--- src/rtl/i2s_pkg.sv ---
// i2s_pkg: sizes and state encoding shared by the I2S frame sequencer and
// the I2S receiver.
//   CH_BITS    - bits per channel sample
//   FRAME_BITS - bit clocks per stereo frame (left + right)
//   seq_state_t - IDLE / RUN / DRAIN sequencer states
package i2s_pkg;

    localparam int CH_BITS    = 16;
    localparam int FRAME_BITS = 32;
    localparam int CNT_BITS   = $clog2(FRAME_BITS);

    // Last bit position of a frame; also the parked counter value in IDLE.
    localparam logic [CNT_BITS-1:0] CNT_LAST  = CNT_BITS'(FRAME_BITS - 1);
    // First bit position belonging to the right channel.
    localparam logic [CNT_BITS-1:0] CNT_RIGHT = CNT_BITS'(CH_BITS);
    // word_select goes high one clock before the right-channel MSB.
    localparam logic [CNT_BITS-1:0] CNT_WS_HI = CNT_BITS'(CH_BITS - 1);

    typedef enum logic [1:0] {
        IDLE,
        RUN,
        DRAIN
    } seq_state_t;

endpackage

--- src/rtl/i2s_frame_counter.sv ---
// i2s_frame_counter: bit position within the stereo frame plus the
// word-select derivation.
//   serial_clk - bit clock, rising edge
//   reset      - asynchronous, active-low
//   run        - count this edge; when low the counter parks at the last bit
//   wrap_stop  - hold at the last bit instead of wrapping to 0
//   cnt        - current bit position, 0..FRAME_BITS-1
//   ws         - word select (0 = left, 1 = right), one-bit I2S delay
module i2s_frame_counter
    import i2s_pkg::*;
(
    input  logic                serial_clk,
    input  logic                reset,
    input  logic                run,
    input  logic                wrap_stop,
    output logic [CNT_BITS-1:0] cnt,
    output logic                ws
);

    // NOTE: sequential state uses non-blocking assignments so every register
    // samples pre-edge values regardless of block ordering.
    always_ff @(posedge serial_clk or negedge reset) begin
        if (!reset) begin
            cnt <= CNT_LAST;
        end else if (!run) begin
            cnt <= CNT_LAST;
        end else if (wrap_stop && (cnt == CNT_LAST)) begin
            cnt <= CNT_LAST;
        end else begin
            cnt <= cnt + 1'b1;
        end
    end

    // The counter parks at CNT_LAST whenever idle, so ws is low in IDLE
    // without needing the busy state here.
    assign ws = (cnt >= CNT_WS_HI) && (cnt != CNT_LAST);

endmodule

--- src/rtl/i2s_frame_sequencer.sv ---
// i2s_frame_sequencer: drives word_select to an I2S codec, deserialises the
// returned stereo frame and hands completed frames downstream through a
// valid/ready hold register with a sticky overrun flag.
//   serial_clk    - bit clock, rising edge
//   reset         - asynchronous, active-low
//   enable        - run request (level)
//   sound_data    - serial data from the codec, MSB first
//   out_ready     - downstream accepts the held frame
//   overrun_clear - clears the sticky overrun flag
//   word_select   - channel select to the codec (0 = left, 1 = right)
//   sample_left   - last delivered left sample
//   sample_right  - last delivered right sample
//   sample_valid  - a frame is held for downstream
//   overrun       - sticky: a completed frame was dropped
//   frame_count   - frames delivered, wraps 255 -> 0
//   busy          - high in RUN and DRAIN
module i2s_frame_sequencer
    import i2s_pkg::*;
(
    input  logic               serial_clk,
    input  logic               reset,
    input  logic               enable,
    input  logic               sound_data,
    input  logic               out_ready,
    input  logic               overrun_clear,
    output logic               word_select,
    output logic [CH_BITS-1:0] sample_left,
    output logic [CH_BITS-1:0] sample_right,
    output logic               sample_valid,
    output logic               overrun,
    output logic [7:0]         frame_count,
    output logic               busy
);

    seq_state_t          state;
    seq_state_t          next_state;
    logic [CNT_BITS-1:0] cnt;
    logic [CH_BITS-1:0]  left_shift;
    logic [CH_BITS-1:0]  right_shift;
    logic                frame_done;
    logic                load;
    logic                drop;
    logic                run;
    logic                wrap_stop;

    always_ff @(posedge serial_clk or negedge reset) begin
        if (!reset) begin
            state <= IDLE;
        end else begin
            state <= next_state;
        end
    end

    // NOTE: next_state is defaulted before the case so no path leaves it
    // unassigned, which would otherwise infer a latch.
    always_comb begin
        next_state = state;
        case (state)
            IDLE:    if (enable)  next_state = RUN;
            RUN:     if (!enable) next_state = DRAIN;
            // A drain always finishes the current frame; enable only matters
            // on the final bit, where it chains straight into the next frame.
            DRAIN:   if (cnt == CNT_LAST) next_state = enable ? RUN : IDLE;
            default: next_state = IDLE;
        endcase
    end

    assign busy       = (state != IDLE);
    assign run        = busy || enable;
    assign wrap_stop  = (state == DRAIN) && !enable;
    assign frame_done = busy && (cnt == CNT_LAST);
    assign load       = frame_done && (!sample_valid || out_ready);
    assign drop       = frame_done && sample_valid && !out_ready;

    i2s_frame_counter u_counter (
        .serial_clk (serial_clk),
        .reset      (reset),
        .run        (run),
        .wrap_stop  (wrap_stop),
        .cnt        (cnt),
        .ws         (word_select)
    );

    // NOTE: the shift registers are plain flops with a reset value of zero,
    // so a partial frame never survives a reset.
    always_ff @(posedge serial_clk or negedge reset) begin
        if (!reset) begin
            left_shift  <= '0;
            right_shift <= '0;
        end else if (busy) begin
            if (cnt < CNT_RIGHT) begin
                left_shift <= {left_shift[CH_BITS-2:0], sound_data};
            end else begin
                right_shift <= {right_shift[CH_BITS-2:0], sound_data};
            end
        end
    end

    // The right LSB arrives on the completion edge itself, so it is merged
    // directly into the output load rather than taken from right_shift.
    always_ff @(posedge serial_clk or negedge reset) begin
        if (!reset) begin
            sample_left  <= '0;
            sample_right <= '0;
            sample_valid <= 1'b0;
            frame_count  <= '0;
        end else if (load) begin
            sample_left  <= left_shift;
            sample_right <= {right_shift[CH_BITS-2:0], sound_data};
            sample_valid <= 1'b1;
            frame_count  <= frame_count + 1'b1;
        end else if (sample_valid && out_ready) begin
            sample_valid <= 1'b0;
        end
    end

    // A fresh overrun takes priority over a clear on the same edge.
    always_ff @(posedge serial_clk or negedge reset) begin
        if (!reset) begin
            overrun <= 1'b0;
        end else if (drop) begin
            overrun <= 1'b1;
        end else if (overrun_clear) begin
            overrun <= 1'b0;
        end
    end

endmodule

--- config.mk ---
export PLATFORM = sky130hd
export DESIGN_NAME = i2s_frame_sequencer
export DESIGN_NICKNAME = d
export VERILOG_FILES = /design/src/rtl/i2s_pkg.sv /design/src/rtl/i2s_frame_counter.sv /design/src/rtl/i2s_frame_sequencer.sv
export SDC_FILE = /design/constraint.sdc
export NUM_CORES = 1
export LEC_CHECK = 0
export ABC_AREA = 1
export CAP_MARGIN = 20
export CORE_ASPECT_RATIO = 1.2
export CORE_MARGIN = 1
export CORE_UTILIZATION = 50
export DETAILED_ROUTE_END_ITERATION = 6
export GPL_TIMING_DRIVEN = 0
export PLACE_DENSITY = 0.86
export SYNTH_ARGS = -nofsm -noshare
export SYNTH_HDL_FRONTEND = slang
export SYNTH_SLANG_ARGS = --single-unit
--- constraint.sdc ---
create_clock -name serial_clk -period 4.3 [get_ports serial_clk]
set_input_delay 0.86 -clock serial_clk [delete_from_list [all_inputs] [get_ports serial_clk]]
set_output_delay 0.86 -clock serial_clk [all_outputs]
set_load 0.01 [all_outputs]
==> results.txt <==
- On the final layout, the worst clock skew is ~0.015 ns.
* Peak ir drop on the vdd network: 0.309 mV
- Along the worst path, the maximum fanout reaches 3.
- Kind of end point of the critical path: output pin
- Routed wire length per instance: ~13 um
- Of all flip-flops after synthesis, the portion carrying an async set or reset was 1.00.
- 0 antenna diodes ended up in the layout.
- The congestion estimate from routability-driven global placement came to about 0.75.
- Before antenna repair, the detailed router went through 5 iterations.
- After clock tree synthesis, the clock-pin slew on the worst setup and hold paths is ~0.09 ns.
- In the global route stage, met2 resource usage came out at 0.332.
- Seq. cell area: between 0.002 and 0.0025 mm^2
- Transition at the pin with the smallest max-transition slack: approximately 0.55 ns
- WP data required: roughly 3.4 ns
* Maximum number of buffers from clock root to sink: 2
- From synthesis to final layout, the design area changed by 24.6%.
- Summed over all cells, the static leakage comes to approximately 1.9 nW.
- Summed over all instances, the cell type with the most area after synthesis is dfrtp_1.
- The library cell used most frequently in the layout, excluding fill and tap cells, is nand2_1.
- Ratio of cells with drive above 1 in the final layout: 0.144
- CTS tree: done
- Vias per Instance: between 4 and 5
* Main combinational cell family by area after synthesis: simple AND/OR/NAND/NOR gates
- Count of filler cells inserted in the layout: 490
* Violation count after the first detailed-routing iteration: about 130
- Synth top area share: 0.578
* Maximum number of pins on one net before global-route repair: 43
- Slew margin rel.: 0.630
- Number of top-level design ports: 50
- Clock tree synthesis inserted a total of 9 buffers.
- Counting flops with a built-in enable in the synthesized netlist gives 0.
- Aggregate global routing overflow: 0
* Antenna-violating nets left: 0
- Max-slew violations: 0
- Count of input and output buffers: slightly below 50
- Final critical-path required period: slightly below 3 ns
* Initial antenna violation count: 0
* Hold buffers post-CTS: 0
- Vias after detailed routing: 2412
* Final sum of negative setup slack: 0 ns
- Mapped Area: 0.00325 mm^2
- Synth Area in Adders: 0.0116
- In this run the most used layer during global routing was met2.
- Critical Setup Path Class: flop to output pin
- The portion of synthesized area spent on multiplexers is 0.
* Clock latency reported for the late side of the worst-skew pair: ~0.36 ns
- Synthesized Nets: about 350
- The run finished with clean final reports.
- Summing all multi-input logic gate instances after layout gives just under 0.001 mm^2.
- Count of endpoints failing hold in the final timing report: 0
- The clock tree synthesis step divided the H-tree into 3 levels.
- Wire length of the first global-routing pass: between 10000 and 15000 um
- Number of synthesis warnings: 0
* Remaining design rule violation count: 0
- The initial utilization of the core area, before any placement, comes to 0.526.
* Width of the die: ~76 um
- The die covers just under 0.007 mm^2.
* Sequential area share after synthesis: 0.619
- For this run, the leading register cell type out of synthesis is dfrtp_1.
- The floorplan step set the die height to approximately 90 um.
* Total setup buffers inserted after CTS: 0
* Count of mapped cells out of synthesis: 338
- The worst setup path is launched from a flop.
- The total area inside the core boundary comes to just over 0.006 mm^2.
* Total GRT Usage: 0.211
- Count of different cell masters after synthesis: 23
- A synthesized cell averages roughly 9.6 um^2.
- Summed over all nets, the half-perimeter wirelength after detailed placement is about 4400 um.
- For this design, the sink count on the clock tree is 80.
* Final worst path period share: 0.678
- Setup violations remaining at the end of the flow were counted as 0.
- Arrival time at the worst endpoint: 2.06 ns
- The via count of the first global-routing pass came to 2359.
* Path class of the lowest-slack min-delay path: input pin to async pin
- Once the clock tree was built, the resizer swapped 0 gates to a different size.
* Compound-Gate Fraction of Synth Area: 0.120
- Met3 capacity usage during global routing: 0.0391
- After synthesis, the cell types taking the most area are dfrtp_1, nand2_1, o21ai_0.
* # rows: 31
- Highest attainable clock frequency: ~340 MHz
* End-of-flow core utilization: 0.656
* Max capacitance violation total: 0
- GR met1 Demand/Resource: 0.271
- Power density normalized to cell area: ~690 mW/mm^2
- Flip-flop and latch count after synthesis: 80
- Hold timing on the final database bottoms out at a slack of between 0.4 and 0.5 ns.
- At the end of the flow, the number of nets in the layout was roughly 400.
- Detailed-route wire length: roughly 6300 um
* Fraction of synthesized cell area in xor and xnor cells: 0.0108
* Basic-gate share of the synthesized area counting and, or, nand and nor cells: 0.159
* Most frequent cells in the layout: nand2_1, dfrtp_1, o21ai_0, clkdlybuf4s50_1, inv_1
* Unrepaired setup endpoints after global routing: no
- The tree is rooted in a clkbuf_8.
sequential cells by signal (all words and copies together), names as in the netlist, 2 cells and up:
name	flops
left_shift	16
sample_right	16
right_shift	15
u_counter.cnt	5
sample_left	16
frame_count	8
state	2
metal layers:
metal,vias to the layer above,wire length (um)
met5,-,0
met4,0,125
met3,9,201
met2,54,3230
met1,1179,2750
li1,1170,-
area by class of cell:
| cell class | count | area share |
|---|---|---|
| Clock buffer | 10 | 0.0340 |
| Sequential cell | 80 | 0.497 |
| Clock inverter | 6 | 0.0121 |
| Timing Repair Buffer | 50 | 0.126 |
| Buffer | 14 | 0.0214 |
| Tap cell | 82 | 0.0254 |
| Inverter | 46 | 0.0427 |
| Multi-Input combinational cell | 198 | 0.242 |
cells in the mapped netlist (4+ instances only):
cell type and number:
clkbuf_1 4, inv_1 44, o21ai_2 11, dfrtp_1 75
nand2_1 93, nor2_1 11, dfstp_2 5, nand2_2 6
nand3_1 4, o21ai_0 55, buf_2 6, xnor2_1 4
worst max-delay path, cell delays in order (launching register included):
cell             delay [ns]
dfstp_2                0.55
ha_1                   0.17
nand2_1                0.08
o21ai_0                0.15
nor2_1                 0.06
a21oi_1                0.15
clkdlybuf4s50_1        0.56
power by group:
group          internal, W  leakage (nW)  total (W)  switching [W]
Clock             0.000231        0.0859   0.000517       0.000286
Sequential         0.00104          1.05    0.00121       0.000171
Combinational     0.000473         0.740    0.00106       0.000585
Total              0.00174          1.88    0.00278        0.00104
final timing paths:
check	from	end	slack, ns	cells past startpoint
max in group asynchronous	reset	left_shift[1]	3.25	2
min reg2reg	u_counter.cnt[0]	u_counter.cnt[0]	0.47	1
min in group serial_clk	u_counter.cnt[0]	u_counter.cnt[0]	0.47	1
max	u_counter.cnt[0]	word_select	1.38	6
min	reset	sample_left[7]	0.46	1
max reg2reg	u_counter.cnt[0]	sample_right[6]	2.32	9
cell families (layout without fill, tap and decap cells):
family	Yosys count	after routing
fa+ha+maj	3	3
buf+inv	60	126
flops	80	80
simple gates	122	122
xor+xnor	4	4
compound gates	69	69
stage by stage:
step           worst slack [ns]  power [W]  instances  cell area, um^2
6_report                   1.38    0.00278        486             4040
5_1_grt                    1.25    0.00299        486             4040
4_1_cts                    1.35    0.00281        486             4040
3_5_place_dp               1.74    0.00228        470             3860
3_3_place_gp             -0.289    0.00222        469             3840
2_1_floorplan              2.31    0.00181        338             3250
Note: power is estimated with default switching activity, not from simulation.
==> RTL edit (same flow settings) <==
Put one more register stage on the output `frame_count`, without a reset. The value now appears one clock later. The other outputs are not delayed to match.
--- a/src/rtl/i2s_frame_sequencer.sv
+++ b/src/rtl/i2s_frame_sequencer.sv
@@ -31,6 +31,8 @@
     output logic [7:0]         frame_count,
     output logic               busy
 );
+
+    logic [7:0] frame_count_s0;
 
     seq_state_t          state;
     seq_state_t          next_state;
@@ -103,12 +105,12 @@
             sample_left  <= '0;
             sample_right <= '0;
             sample_valid <= 1'b0;
-            frame_count  <= '0;
+            frame_count_s0 <= '0;
         end else if (load) begin
             sample_left  <= left_shift;
             sample_right <= {right_shift[CH_BITS-2:0], sound_data};
             sample_valid <= 1'b1;
-            frame_count  <= frame_count + 1'b1;
+            frame_count_s0 <= frame_count_s0 + 1'b1;
         end else if (sample_valid && out_ready) begin
             sample_valid <= 1'b0;
         end
@@ -125,5 +127,9 @@
         end
     end
 
+    always_ff @(posedge serial_clk) begin
+        frame_count <= frame_count_s0;
+    end
+
 endmodule
 
Check against the original RTL: no difference found for any inputs over 10 cycles, from zero or initial values and one cycle with reset low; that may be too few to reach the edited logic, so the function may still have changed.
==> RTL edit against the original RTL <==
  * Area after synthesis increased by 3.9%
  * Power up 7.3%
  * Clock skew shrank 0.0026 ns
  * Routed wire length is 0.92% higher
  * Synthesized cell count increased by 3.0%
  * Sequential cell count is 8 higher
  * Setup slack better by 0.10 ns
  * Hold slack got worse by 0.067 ns
  * Design area is 4.3% higher
  * Critical path type unchanged
  * Critical endpoint unchanged
  * Largest cell class unchanged
  * Largest power group unchanged
  * Highest routed layer unchanged
==> RTL edit: results (changes against the original RTL) <==
result of the run = finished, final reports clean
Setup WS pre-CTS = 1.859 ns (+0.1168 ns)
Data arrival, critical path = 1.96 ns (-0.10 ns)
met1 track utilization from global routing = 0.2461 (-0.02452)
clock buf count = 11 (+1)
Post-Route Skew = 0.01219 ns (-0.002580 ns)
critical path's top delay family = flip-flops
wire length of the first global-routing pass = 10,900 µm (+1.7%)
global routing met3 resource utilization = 0.04279 (+0.003724)
fraction of synthesis flops using an asynchronous set or reset pin = 0.9091 (-0.09091)
average via count per standard cell = 4.878 (-1.7%)
cell types with the highest counts after synthesis = sky130_fd_sc_hd__nand2_1 (100), sky130_fd_sc_hd__dfrtp_1 (75), sky130_fd_sc_hd__o21ai_0 (51), sky130_fd_sc_hd__inv_1 (45), sky130_fd_sc_hd__nor2_1 (10)
maximum number of pins on one net before global-route repair = 59 (+37%)
DR iter-0 viols = 218 (+72%)
inverter count = 47 (+2.2%)
fraction of layout cells with a size suffix above 1 = 0.1087 (-0.03487)
worst setup slack for register-to-register paths = 2.43 ns (+0.11 ns)
final RePlAce weighted congestion = 0.7948 (+6.4%)
PD cells = 708.3 nW/µm² (+2.9%)
via count of the first global-routing pass = 2,469 (+4.7%)
slew of the pin with the lowest slew margin = 0.5569 ns (+0.008398 ns)
HPWL after DPL = 4453 µm (+0.13%)
Flop+latch power = 0.00131 W (+8%)
Post-Syn Area = 3371 µm² (+3.9%)
IR Drop Worst-Case VDD = 0.0003952 V (+28%)
GRT met2 Usage = 0.3281 (-0.003720)
number of nets in the finished design = 418 (+2.5%)
NetSw = 0.001045 W (+0.36%)
RTL edit: changes by cell type after synthesis, sizes merged:
cell	change
dfxtp	+8
nor2	-3
o21ai	-2
o21bai	+1
inv	+1
nand3	+4
xor2	+1
nand2	+1
nand3b	-1
RTL edit: worst min-delay path by stage:
stage                       from              to  slack (ns)  depth (start not counted)
2_1_floorplan  frame_count_s0[7]  frame_count[7]        0.36                          0
3_3_place_gp   frame_count_s0[7]  frame_count[7]        0.39                          0
3_5_place_dp   frame_count_s0[7]  frame_count[7]        0.41                          0
4_1_cts                    reset    sample_valid        0.39                          1
5_1_grt                    reset    sample_valid        0.39                          1
6_report                   reset    sample_valid        0.39                          1
RTL edit: logic make-up after synthesis:
kind of cell               Yosys count  share of synthesized area
xor gates and xnor gates             5                    0.01299
AOI/OAI and AO/OA                   68                     0.1073
and+or+nand+nor                    123                     0.1470
DFF                                 88                     0.6433
buffers and inverters               61                    0.07832
adders and majority gates            3                    0.01114
